<file path="src/rtl/ipc_pkg.sv">
// Shared types and constants for the host-side IPC serial link.
package ipc_pkg;

    // Transfer sequencer states, one handshake slot per bit.
    typedef enum logic [2:0] {
        ST_IDLE    = 3'd0,
        ST_REQ     = 3'd1,
        ST_WAIT_LO = 3'd2,
        ST_DATA    = 3'd3,
        ST_WAIT_HI = 3'd4,
        ST_NEXT    = 3'd5
    } ipc_state_e;

    // Encodings of the nbits select input.
    localparam logic LEN4 = 1'b0;
    localparam logic LEN8 = 1'b1;

    // Default comctrl edge timeout (ce ticks) and strobe filter depth.
    localparam logic [15:0] DEF_TIMEOUT = 16'd4096;
    localparam int          DEF_FILTER  = 2;

    // Number of handshake slots for a given length select.
    function automatic logic [3:0] bitCount(input logic nbits);
        logic [3:0] n;
        n = (nbits == LEN8) ? 4'd8 : 4'd4;
        return n;
    endfunction

    // Level driven onto the wired-AND comdata line in each state.
    // Low requests a slot, the tx bit is presented around the strobe,
    // and the line is released everywhere else.
    function automatic logic comdataLevel(input ipc_state_e st, input logic txBit);
        logic lvl;
        lvl = 1'b1;
        case (st)
            ST_REQ, ST_WAIT_LO: lvl = 1'b0;
            ST_DATA, ST_WAIT_HI: lvl = txBit;
            default: lvl = 1'b1;
        endcase
        return lvl;
    endfunction

endpackage

</file>
<file path="src/rtl/ipc_strobe_filter.sv">
// Debounce filter for an active-low strobe pin: the filtered level only
// follows the pin once it has held a new value for FILTER consecutive
// ce samples, and single-ce fall/rise events mark each accepted change.
module ipc_strobe_filter
    import ipc_pkg::*;
#(
    parameter int FILTER = DEF_FILTER
) (
    input  logic clk_i,
    input  logic reset_i,
    input  logic ce_i,
    input  logic strobe_i,
    output logic level_o,
    output logic fall_o,
    output logic rise_o
);

    localparam int CW = (FILTER > 1) ? $clog2(FILTER) : 1;

    logic          level_q, level_d;
    logic [CW-1:0] cnt_q, cnt_d;
    logic          accept;

    // Count consecutive disagreeing samples and flip the level when the
    // run is long enough; any agreeing sample restarts the run.
    always_comb begin
        level_d = level_q;
        cnt_d   = cnt_q;
        accept  = 1'b0;
        if (ce_i) begin
            if (strobe_i == level_q) begin
                cnt_d = '0;
            end else if (cnt_q == CW'(FILTER - 1)) begin
                accept  = 1'b1;
                level_d = strobe_i;
                cnt_d   = '0;
            end else begin
                cnt_d = cnt_q + 1'b1;
            end
        end
        level_o = level_q;
        fall_o  = accept & level_q;
        rise_o  = accept & ~level_q;
    end

    // Filter state; the strobe idles high so the level resets high.
    always_ff @(posedge clk_i) begin
        if (reset_i) begin
            level_q <= 1'b1;
            cnt_q   <= '0;
        end else begin
            level_q <= level_d;
            cnt_q   <= cnt_d;
        end
    end

endmodule

</file>
<file path="src/rtl/ipc_link.sv">
// Host-side IPC serial engine: shifts a 4- or 8-bit command MSB-first to
// the 8049 over the wired-AND comdata line, one bit per comctrl strobe,
// and collects the reply bit returned in each slot.
module ipc_link
    import ipc_pkg::*;
#(
    parameter logic [15:0] TIMEOUT = DEF_TIMEOUT,
    parameter int          FILTER  = DEF_FILTER
) (
    input  logic       clk_i,
    input  logic       reset_i,
    input  logic       ce_11m_i,
    input  logic       start_i,
    input  logic       nbits_i,
    input  logic [7:0] tx_data_i,
    output logic [7:0] rx_data_o,
    output logic       busy_o,
    output logic       done_o,
    output logic       timeout_o,
    input  logic       comctrl_i,
    output logic       comdata_out_o,
    input  logic       comdata_in_i
);

    ipc_state_e  state_q, state_d;
    logic [7:0]  shift_q, shift_d;
    logic [3:0]  bitCnt_q, bitCnt_d;
    logic [15:0] toCnt_q, toCnt_d;
    logic [7:0]  rxData_q, rxData_d;
    logic        startPend_q, startPend_d;
    logic        timeout_q, timeout_d;
    logic        comdata_q, comdata_d;
    logic        busy_q, busy_d;
    logic        done_q, done_d;

    logic        ctlF;
    logic        ctlFall;
    logic        ctlRise;

    ipc_strobe_filter #(
        .FILTER (FILTER)
    ) u_ctl_filter (
        .clk_i    (clk_i),
        .reset_i  (reset_i),
        .ce_i     (ce_11m_i),
        .strobe_i (comctrl_i),
        .level_o  (ctlF),
        .fall_o   (ctlFall),
        .rise_o   (ctlRise)
    );

    // Sequencer next state. Everything advances on ce only, except that a
    // start seen between ce ticks is parked in a pending flag. The line
    // level and busy are derived from the next state so they are registered
    // with it and the wired-AND line never sees decode glitches. REQ holds
    // off while ipc still has its strobe down, bounded by the same timeout.
    always_comb begin
        state_d     = state_q;
        shift_d     = shift_q;
        bitCnt_d    = bitCnt_q;
        toCnt_d     = toCnt_q;
        rxData_d    = rxData_q;
        startPend_d = startPend_q;
        timeout_d   = timeout_q;
        done_d      = 1'b0;

        if (ce_11m_i) begin
            startPend_d = 1'b0;
            case (state_q)
                ST_IDLE: begin
                    if (start_i || startPend_q) begin
                        shift_d   = (nbits_i == LEN4) ? {tx_data_i[3:0], 4'h0} : tx_data_i;
                        bitCnt_d  = bitCount(nbits_i);
                        rxData_d  = 8'h00;
                        timeout_d = 1'b0;
                        toCnt_d   = 16'd0;
                        state_d   = ST_REQ;
                    end
                end
                ST_REQ: begin
                    if (ctlF) begin
                        toCnt_d = 16'd0;
                        state_d = ST_WAIT_LO;
                    end else if (toCnt_q == TIMEOUT - 16'd1) begin
                        timeout_d = 1'b1;
                        state_d   = ST_IDLE;
                    end else begin
                        toCnt_d = toCnt_q + 16'd1;
                    end
                end
                ST_WAIT_LO: begin
                    if (ctlFall) begin
                        state_d = ST_DATA;
                    end else if (toCnt_q == TIMEOUT - 16'd1) begin
                        timeout_d = 1'b1;
                        state_d   = ST_IDLE;
                    end else begin
                        toCnt_d = toCnt_q + 16'd1;
                    end
                end
                ST_DATA: begin
                    toCnt_d = 16'd0;
                    state_d = ST_WAIT_HI;
                end
                ST_WAIT_HI: begin
                    if (ctlRise) begin
                        rxData_d = {rxData_q[6:0], comdata_in_i};
                        shift_d  = {shift_q[6:0], 1'b0};
                        bitCnt_d = bitCnt_q - 4'd1;
                        state_d  = ST_NEXT;
                    end else if (toCnt_q == TIMEOUT - 16'd1) begin
                        timeout_d = 1'b1;
                        state_d   = ST_IDLE;
                    end else begin
                        toCnt_d = toCnt_q + 16'd1;
                    end
                end
                ST_NEXT: begin
                    if (bitCnt_q == 4'd0) begin
                        done_d  = 1'b1;
                        state_d = ST_IDLE;
                    end else begin
                        state_d = ST_REQ;
                    end
                end
                default: state_d = ST_IDLE;
            endcase
        end else if (start_i && (state_q == ST_IDLE)) begin
            startPend_d = 1'b1;
        end

        comdata_d = comdataLevel(state_d, shift_d[7]);
        busy_d    = (state_d != ST_IDLE);
    end

    // State and output registers; reset releases comdata immediately.
    always_ff @(posedge clk_i) begin
        if (reset_i) begin
            state_q     <= ST_IDLE;
            shift_q     <= 8'h00;
            bitCnt_q    <= 4'd0;
            toCnt_q     <= 16'd0;
            rxData_q    <= 8'h00;
            startPend_q <= 1'b0;
            timeout_q   <= 1'b0;
            comdata_q   <= 1'b1;
            busy_q      <= 1'b0;
            done_q      <= 1'b0;
        end else begin
            state_q     <= state_d;
            shift_q     <= shift_d;
            bitCnt_q    <= bitCnt_d;
            toCnt_q     <= toCnt_d;
            rxData_q    <= rxData_d;
            startPend_q <= startPend_d;
            timeout_q   <= timeout_d;
            comdata_q   <= comdata_d;
            busy_q      <= busy_d;
            done_q      <= done_d;
        end
    end

    assign rx_data_o     = rxData_q;
    assign busy_o        = busy_q;
    assign done_o        = done_q;
    assign timeout_o     = timeout_q;
    assign comdata_out_o = comdata_q;

endmodule
</file>
<file path="config.mk">
export PLATFORM = sky130hd
export DESIGN_NAME = ipc_link
export DESIGN_NICKNAME = d
export VERILOG_FILES = /design/src/rtl/ipc_pkg.sv /design/src/rtl/ipc_strobe_filter.sv /design/src/rtl/ipc_link.sv
export SDC_FILE = /design/constraint.sdc
export NUM_CORES = 1
export LEC_CHECK = 0
export BUFFER_PORTS_ARGS = -buffer_cell sky130_fd_sc_hd__clkbuf_2
export CAP_MARGIN = 20
export CORE_MARGIN = 1.5
export CORE_UTILIZATION = 45
export DETAILED_ROUTE_END_ITERATION = 10
export SYNTH_ARGS = -nofsm -noshare
export SYNTH_HDL_FRONTEND = slang
export SYNTH_SLANG_ARGS = --single-unit
</file>
<file path="constraint.sdc">
create_clock -name clk_i -period 2.6 [get_ports clk_i]
set_clock_uncertainty 0.05 [all_clocks]
set_input_delay 0.65 -clock clk_i [delete_from_list [all_inputs] [get_ports clk_i]]
set_output_delay 0.65 -clock clk_i [all_outputs]
set_load 0.02 [all_outputs]
</file>
==> metrics.md <==
| Metric | Value |
|---|---|
| Fraction of synthesis flops using an asynchronous set or reset pin | `0%` |
| Number of pins with negative max-slew slack in the final report | `0` |
| TritonCTS clock tree | `built` |
| Total number of clock tree sinks | `46` |
| Worst-margin pin slew | `0.662 ns` |
| Launching element type of the critical path | `flip-flop` |
| Power per cell area | `512 nW/um^2` |
| Clock transition time at the flip-flop clock pins of the worst setup and hold paths | `0.09 ns` |
| Antenna cells | `0` |
| Final wirelength | `5050 um` |
| First-iteration detailed-routing DRC count | `69` |
| Area of all placed cells without fillers | `2640 sq um` |
| Wire length of the first global-routing pass | `roughly 8000 um` |
| Global routing's busiest layer | `met2` |
| Synthesis-stage register bit count | `46` |
| Yosys cell types | `57` |
| Clock power frac | `33.8%` |
| Share of the yosys chip area belonging to registers | `between 30% and 40%` |
| Launch point of the critical path | `state_q[0]$_SDFF_PP0_` |
| Routability-driven placement congestion ratio | `0.781` |
| Synthesized netlist net count | `between 200 and 300` |
| Number of enable-type register cells in the synthesized netlist | `0` |
| Number of instances in the synthesized netlist | `274` |
| Hold_ws | `0.411 ns` |
| Max Freq | `0.448 GHz` |
| Die Outline Area | `5630 sq um` |
| Number of core rows | `26` |
| MaxCap Viol Count | `0` |
| Setup fix buffers added after clock tree synthesis | `0` |
| Number of iterations in the first detailed-routing pass | `4` |
| Largest buffer count on any clock path | `2` |
| Primary flip-flop cell chosen by synthesis mapping | `sky130_fd_sc_hd__dfxtp_1` |
| HPWL reported at the end of detailed placement | `3480 um` |
| Area added between synthesis and finish | `13.2%` |
| Peak supply drop | `between 0.2 and 0.3 mV` |
| Wirelength per Cell | `13.6 um` |
| DRC violations left | `0` |
| Leakage power figure | `0.910 nW` |
| Vias per inst | `roughly 5.5` |
| Largest net degree at the start of global routing | `32` |
| Fraction of final layout cells sized beyond drive strength 1 | `19.2%` |
| Initial antenna violation count | `0` |
| Port bufs | `26` |
| Number of synthesis warnings | `0` |
| Filler cells | `499` |
| Number of CTS-inserted buffers | `5` |
| Final period util | `85.8%` |
| Total internal power | `982 uW` |
| Core area | `5040 sq um` |
| Cts repair resizes | `0` |
| CTS Root Cell | `sky130_fd_sc_hd__clkbuf_8` |
| Start point of the worst hold path | `shift_q[0]$_SDFFE_PP0P_` |
| Power dissipated by switching net loads | `371 uW` |
| Met3 track demand over resource in global routing | `4.02%` |
| Reg2Reg Launch Point | `state_q[0]$_SDFF_PP0_` |
| Final critical path time including I/O delays and setup | `2.23 ns` |
| Met2 track demand over resource | `29.8%` |
| Crit Path Category | `reg -> reg` |
| Net Sw Frac | `between 20% and 30%` |
| Number of nets still failing antenna checks after routing | `0` |
| Clock Latency Late Sink | `around 0.3 ns` |
| Number of global-route vias before repair | `1,771` |
| Total via count after detailed routing | `2,063` |
| Count of final hold-check violations | `0` |
| Grt total ovfl | `0` |
| Max H-tree Level | `2` |
| RSZ-0062 raised after global routing | `false` |
| Required time worst endpoint | `2.73 ns` |
| Starting density of the core | `46.3%` |
| Final setup TNS | `0 ns` |
| Die outline width | `75.0 um` |
| Syn_area_per_cell | `8.52 sq um` |
| Number of primary I/O pins | `27` |
| Run status | `completed` |
| Cell area after placement | `2550 sq um` |
| Final setup violation count | `0` |
| Global-route total usage across every layer | `18.5%` |
| Endpoint arrival time on the critical path | `~2.4 ns` |
| Post-layout nets | `318` |
| Cts-stage hold buffer count | `0` |
| Share of total power in sequential cells | `54.8%` |
| Global-route track usage on met1 | `~25%` |
| CP endpoint kind | `flip-flop` |
| Combinational share of power | `a little under an eighth` |
| Rel. slew slack | `55.9%` |
| Die height | `75.0 um` |
| Maximum fanout count along the critical path | `14` |
| Post-synthesis instance area | `2330 sq um` |
| Type of the worst min-delay path | `reg -> reg` |
==> power groups by stage <==
stage               clock, mW  combinational [mW]  sequential (mW)
floorplan                   0               0.114            0.754
global placement            0               0.155            0.758
detailed placement          0               0.155            0.758
CTS                     0.475               0.156            0.741
global route            0.500               0.174            0.745
finish                  0.457               0.154            0.742
==> logic make-up (layout without fill, tap and decap cells) <==
kind of cell / after synthesis / count (layout) / synth area share (%)
simple gates: 118 / 118 / 27.2
compound gates: 63 / 63 / 19.5
flops: 46 / 46 / 39.5
buf+inv: 28 / 56 / 5.58
xor+xnor: 12 / 12 / 4.83
mux: 5 / 5 / 2.31
fa+ha+maj: 2 / 2 / 1.07
==> final cells by class <==
class	instances	area [sq um]	area share, %
well taps	70	87.6	3.31
flip-flops and latches	46	921	34.8
inverters	10	37.5	1.42
clock inverters	3	25.0	0.947
clock buffers	5	68.8	2.60
multi-input cells	200	1280	48.5
repair buffers	38	220	8.33
==> cells in the mapped netlist (3+ instances only) <==
library cell                n  share of area, %
sky130_fd_sc_hd__nand2b_1   3              0.80
sky130_fd_sc_hd__a211o_1    3               1.1
sky130_fd_sc_hd__nor2_1    40               6.4
sky130_fd_sc_hd__a31oi_1    3              0.80
sky130_fd_sc_hd__xnor2_1   10               3.8
sky130_fd_sc_hd__a22oi_1   10               3.2
sky130_fd_sc_hd__nor2b_1    6               1.6
sky130_fd_sc_hd__nand4_1    3              0.80
sky130_fd_sc_hd__o31ai_1    5               1.6
sky130_fd_sc_hd__a211oi_1   4               1.3
sky130_fd_sc_hd__o21ai_0    9               1.9
sky130_fd_sc_hd__mux2_2     3               1.4
sky130_fd_sc_hd__a21oi_1   10               2.1
sky130_fd_sc_hd__nor3_1    15               3.2
sky130_fd_sc_hd__a32oi_1    3               1.1
sky130_fd_sc_hd__a221oi_1   3               1.1
sky130_fd_sc_hd__nor4b_1    3               1.1
sky130_fd_sc_hd__clkbuf_1  12               1.9
sky130_fd_sc_hd__nand2_1   15               2.4
sky130_fd_sc_hd__inv_1      9               1.4
sky130_fd_sc_hd__nor4_1     7               1.9
sky130_fd_sc_hd__dfxtp_1   46                39
sky130_fd_sc_hd__nand3_1    6               1.3
==> registers in the layout, summed over array words and instances, names as in the netlist, 3 cells and up <==
signal and cells:
rx_data_o 8, bitCnt_q 4, shift_q 8, toCnt_q 16, state_q 3
==> final timing paths <==
kind / slack, ns / end / cells after the start
max: 0.37 / comdata_out_o$_SDFF_PP1_ / 6
min: 0.41 / shift_q[0]$_SDFFE_PP0P_ / 2
max reg2reg: 0.37 / comdata_out_o$_SDFF_PP1_ / 6
min reg2reg: 0.41 / shift_q[0]$_SDFFE_PP0P_ / 2
==> layer usage <==
| layer | wire length [um] | vias up |
|---|---|---|
| met2 | 2320 | 23 |
| met3 | 132 | 4 |
| met1 | 2550 | 977 |
| met4 | 48 | 0 |
| li1 | - | 1059 |
| met5 | 0 | - |
==> critical path: stages, from the launching register on <==
cell and delay, ns:
sky130_fd_sc_hd__dfxtp_1 0.46, sky130_fd_sc_hd__or3b_2 0.53, sky130_fd_sc_hd__a211o_1 0.26, sky130_fd_sc_hd__a222oi_1 0.48, sky130_fd_sc_hd__a311oi_1 0.09, sky130_fd_sc_hd__o21ai_1 0.14
sky130_fd_sc_hd__nand4bb_1 0.11
==> layout by cell type, fill, tap and decap left out, types with 2 or more instances in the layout <==
master	n
sky130_fd_sc_hd__o21ai_1	2
sky130_fd_sc_hd__nor4b_1	3
sky130_fd_sc_hd__buf_4	12
sky130_fd_sc_hd__a32oi_1	3
sky130_fd_sc_hd__or4_1	2
sky130_fd_sc_hd__and3_1	2
sky130_fd_sc_hd__nor3b_1	2
sky130_fd_sc_hd__a211o_1	3
sky130_fd_sc_hd__a31oi_1	3
sky130_fd_sc_hd__nor2_1	40
sky130_fd_sc_hd__a221oi_1	3
sky130_fd_sc_hd__nor4_1	7
sky130_fd_sc_hd__nor2b_1	6
sky130_fd_sc_hd__or3b_1	2
sky130_fd_sc_hd__nand3_1	6
sky130_fd_sc_hd__o21ai_0	9
sky130_fd_sc_hd__mux2_2	3
sky130_fd_sc_hd__nand4_1	3
sky130_fd_sc_hd__clkbuf_2	26
sky130_fd_sc_hd__a22oi_1	10
sky130_fd_sc_hd__mux2i_1	2
sky130_fd_sc_hd__a21oi_1	10
sky130_fd_sc_hd__nand2b_1	3
sky130_fd_sc_hd__nor3_1	15
sky130_fd_sc_hd__nand2_1	15
sky130_fd_sc_hd__dfxtp_1	46
sky130_fd_sc_hd__clkbuf_8	5
sky130_fd_sc_hd__o31ai_1	5
sky130_fd_sc_hd__a211oi_1	4
sky130_fd_sc_hd__nand3b_1	2
sky130_fd_sc_hd__ha_1	2
sky130_fd_sc_hd__inv_1	9
sky130_fd_sc_hd__xnor2_1	10
sky130_fd_sc_hd__or3_1	2
==> through the flow <==
step / power [mW] / cells / util, % / setup WS [ns]
6_report: 1.35 / 372 / 52.4 / 0.369
5_1_grt: 1.42 / 372 / 52.4 / 0.153
4_1_cts: 1.37 / 372 / 52.4 / 0.377
3_5_place_dp: 0.913 / 364 / 50.5 / 0.105
3_3_place_gp: 0.913 / 364 / 50.5 / 0.144
2_1_floorplan: 0.868 / 274 / - / 0.296
Power figures use the tool's default switching activity.
